[src/rtl/motor_encoder.sv]
// Quadrature encoder receiver: sync + glitch filter + x4 decode, speed window, stall detect.
// Latency: stable A/B change to position update is FILT+3 sclk cycles; speed updates once per window.
// Backpressure: none; free-running sensor input, outputs are levels or one-cycle pulses.
module motor_encoder #(
    parameter int POS_W     = 16,
    parameter int SPD_W     = 12,
    parameter int WIN_CYC   = 50000,
    parameter int FILT      = 3,
    parameter int STALL_WIN = 8
) (
    input  logic                    sclk,
    input  logic                    s_rst_n,
    input  logic                    enc_a,
    input  logic                    enc_b,
    input  logic                    enable,
    input  logic                    clr,
    output logic signed [POS_W-1:0] position,
    output logic                    dir_fb,
    output logic [SPD_W-1:0]        speed,
    output logic                    spd_valid,
    output logic                    stall,
    output logic                    err
);

    localparam int          WIN_W   = $clog2(WIN_CYC + 1);
    localparam int          ST_W    = $clog2(STALL_WIN + 1);
    localparam logic [3:0]  FILT_M1 = 4'(FILT - 1);
    localparam logic [WIN_W-1:0] WIN_LAST = WIN_W'(WIN_CYC - 1);
    localparam logic [SPD_W-1:0] SPD_MAX  = {SPD_W{1'b1}};
    localparam logic [ST_W-1:0]  ST_MAX   = ST_W'(STALL_WIN);

    // Channel index 1 = A, 0 = B
    logic [1:0]       sync1, sync2, filt, prev;
    logic [3:0]       fcnt [2];
    logic [WIN_W-1:0] win_cnt;
    logic [SPD_W-1:0] edge_cnt;
    logic [ST_W-1:0]  st_cnt;

    logic chg_a, chg_b, step, illegal, fwd, win_end;
    logic [SPD_W-1:0] edge_sum;

    assign chg_a    = prev[1] ^ filt[1];
    assign chg_b    = prev[0] ^ filt[0];
    assign step     = chg_a ^ chg_b;
    assign illegal  = chg_a & chg_b;
    // For a single-bit Gray change, forward iff old A differs from new B
    assign fwd      = prev[1] ^ filt[0];
    assign win_end  = (win_cnt == WIN_LAST);
    assign edge_sum = (edge_cnt == SPD_MAX) ? SPD_MAX : edge_cnt + SPD_W'(step);
    assign stall    = enable && (st_cnt == ST_MAX);

    always_ff @(posedge sclk or negedge s_rst_n) begin
        if (!s_rst_n) begin
            sync1 <= '0;
            sync2 <= '0;
            filt  <= '0;
            fcnt[0] <= '0;
            fcnt[1] <= '0;
        end else begin
            sync1 <= {enc_a, enc_b};
            sync2 <= sync1;
            for (int i = 0; i < 2; i++) begin
                if (sync2[i] != filt[i]) begin
                    if (fcnt[i] == FILT_M1) begin
                        filt[i] <= sync2[i];
                        fcnt[i] <= '0;
                    end else begin
                        fcnt[i] <= fcnt[i] + 4'd1;
                    end
                end else begin
                    fcnt[i] <= '0;
                end
            end
        end
    end

    always_ff @(posedge sclk or negedge s_rst_n) begin
        if (!s_rst_n) begin
            prev     <= '0;
            position <= '0;
            dir_fb   <= 1'b0;
            err      <= 1'b0;
        end else begin
            prev <= filt;
            err  <= illegal;
            if (step)
                dir_fb <= fwd;
            if (clr)
                position <= '0;
            else if (step)
                position <= fwd ? position + POS_W'(1) : position - POS_W'(1);
        end
    end

    always_ff @(posedge sclk or negedge s_rst_n) begin
        if (!s_rst_n) begin
            win_cnt   <= '0;
            edge_cnt  <= '0;
            speed     <= '0;
            spd_valid <= 1'b0;
            st_cnt    <= '0;
        end else begin
            spd_valid <= win_end;
            if (win_end) begin
                win_cnt  <= '0;
                edge_cnt <= '0;
                speed    <= edge_sum;
            end else begin
                win_cnt  <= win_cnt + WIN_W'(1);
                edge_cnt <= edge_sum;
            end

            if (!enable || step)
                st_cnt <= '0;
            else if (win_end)
                st_cnt <= (edge_sum != '0) ? '0 :
                          (st_cnt == ST_MAX) ? ST_MAX : st_cnt + ST_W'(1);
        end
    end

endmodule

[config.mk]
export PLATFORM = sky130hd
export DESIGN_NAME = motor_encoder
export DESIGN_NICKNAME = d
export VERILOG_FILES = /design/src/rtl/motor_encoder.sv
export SDC_FILE = /design/constraint.sdc
export NUM_CORES = 1
export LEC_CHECK = 0
export ABC_CLOCK_PERIOD_IN_PS = 4500
export CELL_PAD_IN_SITES_DETAIL_PLACEMENT = 1
export CELL_PAD_IN_SITES_GLOBAL_PLACEMENT = 1
export CORE_AREA = 2 2 81 122
export DETAILED_ROUTE_END_ITERATION = 12
export DIE_AREA = 0 0 83 124
export PLACE_DENSITY = 0.9
export SYNTH_ARGS = -nofsm -noshare
export SYNTH_HDL_FRONTEND = slang
export SYNTH_SLANG_ARGS = --single-unit
[constraint.sdc]
create_clock -name sclk -period 4.5 [get_ports sclk]
set_input_delay 0.9 -clock sclk [delete_from_list [all_inputs] [get_ports sclk]]
set_output_delay 0.9 -clock sclk [all_outputs]
set_load 0.005 [all_outputs]
======== After elaboration in Yosys (flattened, before gate mapping) ========
Cells that the tools add are included.
storage, ports and cells
  bits in registers ....................... 79
  bits in latches ......................... 0
  bits in writable memories ............... 0
  bits in read-only memories .............. 0
  output and inout bits ................... 32
  word-level logic and storage cells ...... 56
  memories ................................ 0
cells by class
  add/subtract/negate cells ............... 7
  $mul .................................... 0
  divide/modulo/power cells ............... 0
  order comparisons ....................... 0
  equal/unequal tests ..................... 7
  shift-type cells ........................ 0
  multiplexer cells ....................... 14
  bitwise logic cells ..................... 5
  reductions and logical operators ........ 8
operator list
  cell                   number
  $mux 16                4
  $mux 4                 8
  $mux 12                2
  $add 16x1->16 const B  1
  $add 16x2->16 const B  1
  $eq 16x16->1 const B   1
  $sub 16x2->16 const B  1
  $add 12x1->12          1
  $add 4x1->4 const B    3
  $eq 12x12->1 const B   1
  $reduce_bool 12->1     1
  $eq 4x2->1 const B     2
  $eq 4x4->1 const B     1
  $reduce_and 2->1       2
  $reduce_bool 2->1      2
  $xor 1x1->1            4
  $ne 1x1->1             2
  $and 1x1->1            1
  $logic_and 1x1->1      1
  $logic_not 1->1        1
  $logic_or 1x1->1       1

======== Depth between registers and ports, before layout ========
Gate-level depths: netlist of the first run.
  depth after elaboration ................. 8
  gate-level depth with buffers ........... 11
  mapped depth without buffers ............ 11

======== Worst setup path before layout of the first run ========
OpenSTA, ideal clock, no wires.
  kind .................................... register to register
  start point ............................. register filt[0]
  end point ............................... register position[15]
  arrival ................................. 3.426 ns
  required time ........................... 4.372 ns
  slack ................................... 0.947 ns
  cell stages (with the launch flop) ...... 10
  buffers on the path ..................... 0
  clock period less this slack ............ 3.553 ns
  path through ............................ dfrtp_1 -> xnor2_1 -> ha_1 -> o21a_1 -> o21a_1 -> o22a_1 -> a311o_1 -> a221oi_2 -> mux2i_1 -> mux2_1
on the way
  word-level cells in the longest chain between the ends .. 4
  elaborated cells on any way between the ends .. 7
  those cells by class .................... mux (3); bitwise (3); reduce/logical (1)
ends and longest elaborated chain
  item                               line  RTL
  from (decl)                        33    logic [1:0] sync1, sync2, filt, prev;
  from (signal, indexed assignment)  65    filt[i] <= sync2[i];
  $xor 1x1->1                        47    assign fwd = prev[1] ^ filt[0];
  $mux 16                            91    position <= fwd ? position + POS_W'(1) : position - POS_W'(1);
  $mux 16                            90    else if (step)
  $mux 16                            88    if (clr)
  to (signal assigned)               91
  to (decl)                          17    output logic signed [POS_W-1:0] position,
Several ways; a longest one is shown, not always the timed one. The select of a mux whose other input is x is not followed.
A chain may end at the register's enable or synchronous reset.

======== Final worst setup path of the first run ========
  start point ............................. register filt[0]
  end point ............................... register st_cnt[2]
on the way
  word-level cells in the longest chain between the ends .. 8
  elaborated cells on any way between the ends .. 10
  those cells by class .................... add/sub (1); mux (4); bitwise (2); reduce/logical (3)
ends and longest elaborated chain
  item                  line  RTL
  $xor 1x1->1 (*)       43    assign chg_b = prev[0] ^ filt[0];
  $xor 1x1->1 (*)       44    assign step = chg_a ^ chg_b;
  $add 12x1->12         49    assign edge_sum = (edge_cnt == SPD_MAX) ? SPD_MAX : edge_cnt + SPD_W'(step);
  $mux 12               49
  $reduce_bool 12->1    116   st_cnt <= (edge_sum != '0) ? '0 :
  $mux 4                116
  $mux 4                115   else if (win_end)
  $mux 4                113   if (!enable || step)
  to (signal assigned)  116
  to (decl)             37    logic [ST_W-1:0] st_cnt;
Mark *: on every way between the ends. The rest lies on a longest branch, timed or not. The select of a mux whose other input is x is not followed.

==> results of run 1 <==
==> registers in the layout, summed over array words and instances, names as in the netlist <==
name and cells:
position 16, win_cnt 16, edge_cnt 12, speed 12, fcnt 8, st_cnt 4
filt 2, prev 2, sync1 2, sync2 2, dir_fb 1, err 1
spd_valid 1
==> routing by layer <==
metal | share of wire (%) | up-vias | track usage, %
met5 | 0 | - | 0
met4 | 1.9 | 0 | 8.09
met3 | 2.8 | 19 | 4.11
met2 | 57 | 63 | 40.3
met1 | 39 | 1647 | 22.1
li1 | - | 1534 | -
==> power by group through the flow <==
stage                     logic, mW  registers [mW]  clock network [mW]
after global placement         1.92           0.982                   0
after floorplan                1.49           0.967                   0
after CTS                      2.10           0.987               0.705
after detailed placement       2.05           0.999                   0
after global routing           2.32            1.01               0.741
final                          2.09           0.984               0.691
==> cell type report <==
type                            count  area, sq um
Tap cell                          112          140
Sequential cell                    79         1980
Fill cell                        1028         4370
Inverter                           13         48.8
Clock inverter                      6         46.3
Timing Repair Buffer               40          390
Clock buffer                       10          239
Multi-Input combinational cell    313         1990
==> path summary, 6_finish.rpt <==
| check | startpoint | to | slack [ps] | cells past startpoint |
|---|---|---|---|---|
| worst max-delay path | filt[0] | st_cnt[2] | 980 | 12 |
| worst min-delay path | sync1[0] | sync2[0] | 360 | 0 |
| worst max register to register | filt[0] | st_cnt[2] | 980 | 12 |
| worst min register to register | sync1[0] | sync2[0] | 360 | 0 |
| max in group asynchronous | s_rst_n | st_cnt[1] | 3140 | 1 |
| min in group asynchronous | s_rst_n | edge_cnt[8] | 720 | 1 |
==> cells by family after synthesis <==
logic type / after synthesis / share of synthesized area, %
simple gates: 166 / 18.7
flops: 79 / 48.7
compound gates: 75 / 11.9
xor+xnor: 36 / 7.77
fa+ha+maj: 25 / 7.89
buf+inv: 24 / 2.22
mux: 11 / 2.80
==> per-stage QoR <==
step | worst slack [ps] | hold slack [ps] | utilization [%]
4_1_cts | 959 | 363 | 52.6
5_1_grt | 616 | 374 | 52.6
6_report | 980 | 363 | 52.6
2_1_floorplan | 947 | 331 | -
3_5_place_dp | 982 | 358 | 49.4
3_3_place_gp | 1260 | 335 | 49.4
==> synth_stat cells (all sizes together), types with 3 or more instances <==
| master | count | area (sq um) |
|---|---|---|
| xor2 | 17 | 149 |
| o21a | 5 | 37.5 |
| nor2b | 5 | 31.3 |
| nor3b | 3 | 22.5 |
| nor3 | 10 | 50.1 |
| nand3 | 20 | 100 |
| a21oi | 13 | 65.1 |
| nand4 | 10 | 62.6 |
| a211oi | 5 | 37.5 |
| clkbuf | 8 | 30.0 |
| and2 | 3 | 18.8 |
| mux2i | 8 | 80.1 |
| inv | 13 | 48.8 |
| nand2 | 39 | 146 |
| buf | 3 | 11.3 |
| o211ai | 4 | 30.0 |
| o21ai | 25 | 125 |
| ha | 24 | 300 |
| xnor2 | 19 | 166 |
| nand2b | 3 | 18.8 |
| dfrtp | 79 | 1980 |
| a21o | 9 | 67.6 |
| and3 | 4 | 25.0 |
| mux2 | 3 | 33.8 |
| nor2 | 62 | 233 |
==> reports/results.ini, run 1 <==
[sta]
fin_worst_skew_ps = 8.84
finalWorstPathRequiredPeriod_ps = 3520
final_min_period_over_clock_period_pct = 78.2
max-slew-margin-rel_pct = 25.5
rsz0062_at_grt = false
setup_total_negative_slack_ps = 0
fmax_ghz = 0.284
setup_viol = 0
final_max_slew_viol_count = 0
finalHoldViolCount = 0
worst-slew-pin-transition_ps = 1110

[clock_network]
cts.sinks = 79
cts.repair.resized = 0
ctsHtreeMaxLevel = 3
path_clk_slew_ps = 60
tritoncts = done
cts_buffer_depth = 2
cts-buffers-inserted = 9
cts_setup_buffers = 0
worst_skew_pair.late_latency_ps = 340
cts-hold-fix-buffers = 0
ctsRootBufferMaster = clkbuf_16

[finish]
final_area_sq_mm = 0.00483
layout.cells.non_filler = 573
synthToLayoutAreaGrowth_pct = 19.1
most-common-layout-cells = 79 x dfrtp_1, 62 x nor2_1, 39 x nand2_1
antenna-diode-count = 0
layout_net_count = 487
final_common_cell = dfrtp_1
layout-drive-gt1-share_pct = 5.21

[synthesis]
yosysUniqueCellTypes = 44
flip_flop_and_latch_count_after_synthesis = 79
synth_warnings = 0
seq_area_frac_synth_pct = 48.7
synth.avg_cell_area_sq_um = 9.76
synth_ff_type = dfrtp_1
postSynthNetCount = 447
synth_cell_area_sq_mm = 0.00406
synthArstFlopShare_pct = 100
synth_cells = 416
synth-edff-count = 0

[pwr]
clock_power_share_pct = 18.4
p_switching_mw = 1.65
internal_power_mw = 2.12
max-vdd-ir-drop_mv = 0.418
finalPower_mw = 3.76
power.share.sequential_pct = 26.2
powerDensity_mw_per_mm2 = 778
leakage_nw = 2.21
power.share.switching_pct = 43.8
comb_power_share_pct = 55.5

[floorplanning]
core-area_sq_mm = 0.00920
horizontal_die_dimension_um = 83
die_area_sq_mm = 0.0103
floorplan.rows = 43
top_level_ports = 38
die_h_um = 124
initial_util_pct = 44.1

[critical_path]
critPathCaptureType = flip-flop
cpLargestDelayFamily = simple AND/OR/NAND/NOR gates
timing.setup.critical_path_class = flip-flop to flip-flop
path_common_cell = ha_1
cp_data_arrival_time_ps = 3790
path_max_fanout = 19
crit_path_cell_trace = xor2_1 > ha_1 > buf_4 > ha_1 > ha_1 > nand3_1 > or3b_2 > a211oi_1 > o211ai_1 > nor2_1 > nand4_1 > a21oi_1
critical_path_required_ps = 4770
cp.buffers_inverters = 1
setup.worst_path.start_class = flip-flop
critical-path-max-stage-delay_ps = 490
crit_path_top_delay_cell = or3b_2

[routing]
detailedRoute.firstPassIterationCount = 5
residual_antenna_violating_net_count_after_detailed_routing = 0
drc = 0
aggregate_routed_wire_length_mm = 9.90
num_vias = 3263
route.detailed.wl_per_inst_um = 17.3
dr.first_iter.drc_count = 139
via_per_inst = 5.69

[placement]
detailed_place.area_sq_mm = 0.00455
detailedPlacementHpwl_mm = 7.10
gp_routability_congestion = 0.862
io_buffer_count = 37
post-place-cells = 557

[global_route]
first_global_vias = 3597
grt_max_degree = 80
track_usage_pct = 20.8
global_route.overflow_total = 0
grt_antenna_before_repair = 0
grt_first_pass_wirelength_mm = 17.1

[outcome]
status = finished, final reports clean

[worst_hold_path]
min_delay_worst_type = flip-flop to flip-flop

[flow_run]
drv.max_cap_violation_count = 0

(Power assumes the default switching activity.)
==> run 2, diff against run 1 <==
Settings changed: ABC_CLOCK_PERIOD_IN_PS 4500 to 3150, CORE_AREA 2 2 81 122 to 2 2 86 129, DIE_AREA 0 0 83 124 to 0 0 88 131, PLACE_DENSITY 0.9 to 0.86.
Clock period 4.5 ns to 3.15 ns, I/O delays scaled along.
==> run 2 against run 1 <==
Compared with the run above: clock power grew 38%; cell area grew 5.1%; critical path type unchanged; first-iteration DRC count is the same; die area grew 12%.
==> reports/results.ini, run 2 (same netlist as run 1, synthesis figures left out) <==
[routing]
num_vias = 3299  ; +1.1%
aggregate_routed_wire_length_mm = 10.4  ; +4.6%
residual_antenna_violating_net_count_after_detailed_routing = 0  ; unchanged
route.detailed.wl_per_inst_um = 16.7  ; -3.1%
drc = 0  ; unchanged
detailedRoute.firstPassIterationCount = 4  ; -1
via_per_inst = 5.33  ; -6.4%
dr.first_iter.drc_count = 139  ; unchanged

[floorplanning]
top_level_ports = 38  ; unchanged
die_h_um = 131  ; +5.6%
floorplan.rows = 46  ; +7.0%
core-area_sq_mm = 0.0104  ; +13%
horizontal_die_dimension_um = 88  ; +6.0%
die_area_sq_mm = 0.0115  ; +12%
initial_util_pct = 39.0  ; -5.2 points

[finish]
final.fill_count = 1181  ; +15%
antenna-diode-count = 0  ; unchanged
layout_net_count = 502  ; +3.1%
largestRegisters = position: 16 flops, win_cnt: 16 flops
layout-drive-gt1-share_pct = 10.3  ; +5.1 points
synthToLayoutAreaGrowth_pct = 25.1
most-common-layout-cells = 77 x dfrtp_1, 61 x nor2_1, 39 x nand2_1
final_common_cell = dfrtp_1

[critical_path]
path_max_fanout = 8  ; -11
cpLargestDelayFamily = compound AO/OA/AOI/OAI gates
cp_data_arrival_time_ps = 3310  ; -480 ps
crit_path_cell_trace = xnor2_4 > ha_4 > o21a_1 > o21a_1 > o22a_1 > a311o_1 > a221oi_2 > mux2i_1 > mux2_1
critical_path_required_ps = 3370  ; -1400 ps
path_common_cell = o21a_1
setup.reg_to_reg.worst_slack_ps = 60  ; -920 ps
critical_path_cell_count = 9  ; -3
reg2reg_depth = 9  ; -3
cp.buffers_inverters = 0  ; -1
critPathCaptureType = flip-flop
crit_path_top_delay_cell = xnor2_4
timing.setup.critical_path_class = flip-flop to flip-flop
setup.worst_path.start_class = flip-flop
critical-path-max-stage-delay_ps = 450  ; -40 ps

[sta]
finalHoldViolCount = 0  ; unchanged
fmax_ghz = 0.324  ; +14%
fin_worst_skew_ps = 7.72  ; -1.12 ps
final_min_period_over_clock_period_pct = 98.1  ; +20 points
final_max_slew_viol_count = 0  ; unchanged
finalWorstPathRequiredPeriod_ps = 3090  ; -430 ps
setup_viol = 0  ; unchanged
fin_worst_hold_slack_ps = 347  ; -16.5 ps
worst-slew-pin-transition_ps = 974  ; -134 ps
finalWorstSetupSlack_ps = 60.2  ; -920 ps
max-slew-margin-rel_pct = 35.1  ; +9.6 points

[pwr]
comb_power_share_pct = 59.3  ; +3.8 points
max-vdd-ir-drop_mv = 0.821  ; +96%
power.share.sequential_pct = 24.5  ; -1.7 points
leakage_nw = 2.28  ; +3.4%
clock_power_share_pct = 16.2  ; -2.2 points
power.share.switching_pct = 42.7  ; -1.0 points
internal_power_mw = 3.37  ; +59%
p_switching_mw = 2.51  ; +52%
powerDensity_mw_per_mm2 = 1160  ; +49%

[clock_network]
cts_buffer_depth = 2  ; unchanged
tritoncts = done
cts.sinks = 79  ; unchanged
cts-buffers-inserted = 9  ; unchanged
ctsRootBufferMaster = clkbuf_16
cts-hold-fix-buffers = 0  ; unchanged
worst_skew_pair.late_latency_ps = 350  ; about the same
path_clk_slew_ps = 60  ; about the same
ctsHtreeMaxLevel = 3  ; unchanged

[worst_hold_path]
min_delay_worst_type = flip-flop to flip-flop
holdPathStages = 0  ; unchanged

[placement]
detailedPlacementHpwl_mm = 7.21  ; +1.4%
place_ws_ps = -188  ; -1170 ps
io_buffer_count = 37  ; unchanged
gp_routability_congestion = 0.881  ; +2.2%

[global_route]
global_route.overflow_total = 0  ; unchanged
track_usage_pct = 19.3  ; -1.5 points
first_global_vias = 3505  ; -2.6%
grt_first_pass_wirelength_mm = 17.0  ; -0.24%
grt_max_degree = 80  ; unchanged
grt_antenna_before_repair = 0  ; unchanged

[flow_run]
drv.max_cap_violation_count = 0  ; unchanged

[outcome]
status = finished, final reports clean

## run 2: cell type report
class	count	area, sq um	area share, %
clock buffers	11	243	4.78
inverters	13	48.8	0.960
flip-flops and latches	79	1980	39.0
well taps	144	180	3.55
repair buffers	55	507	9.97
clock inverters	4	22.5	0.443
multi-input cells	313	2100	41.3
## run 2: path summary, 6_finish.rpt
path / endpoint / from
max: position[15] / prev[1]
min: sync2[0] / sync1[0]
max reg2reg: position[15] / prev[1]
min reg2reg: sync2[0] / sync1[0]
max in group asynchronous: prev[1] / s_rst_n
min in group asynchronous: win_cnt[8] / s_rst_n
## run 2: per-stage QoR
stage	util (%)	instance area, sq um	std cells	total power [mW]	TNS [ps]
2_1_floorplan	-	4080	416	3.55	0
3_5_place_dp	44.7	4660	596	4.49	-479
3_3_place_gp	44.7	4660	596	4.33	0
4_1_cts	47.4	4940	611	5.51	0
6_report	48.8	5080	619	5.88	0
5_1_grt	48.8	5080	619	6.31	-121
## run 2: power groups by stage
stage / Clock, mW / Combinational [mW] / Sequential [mW]
after floorplan: 0 / 2.15 / 1.39
after global placement: 0 / 2.91 / 1.42
after detailed placement: 0 / 3.05 / 1.44
after CTS: 0.974 / 3.11 / 1.43
after global routing: 1.02 / 3.83 / 1.47
final: 0.953 / 3.48 / 1.44
## run 2: metal layers
metal  global-route usage [%]  wire, um  vias up
met5                        0         0        -
met4                     9.41       363        0
met3                     3.77       253       31
met2                     34.9      5650       62
met1                     21.2      4080     1651
li1                         -         -     1555
## run 2: timing repair
| item | 4_1_cts | 5_1_grt |
|---|---|---|
| hold endpoints to repair | 0 | 0 |
| pin swaps | 2 | 12 |
| cloned | 0 | 0 |
| gates resized for setup | 5 | 12 |
| buffers inserted | 0 | 8 |
| setup endpoints to repair | 4 | 5 |
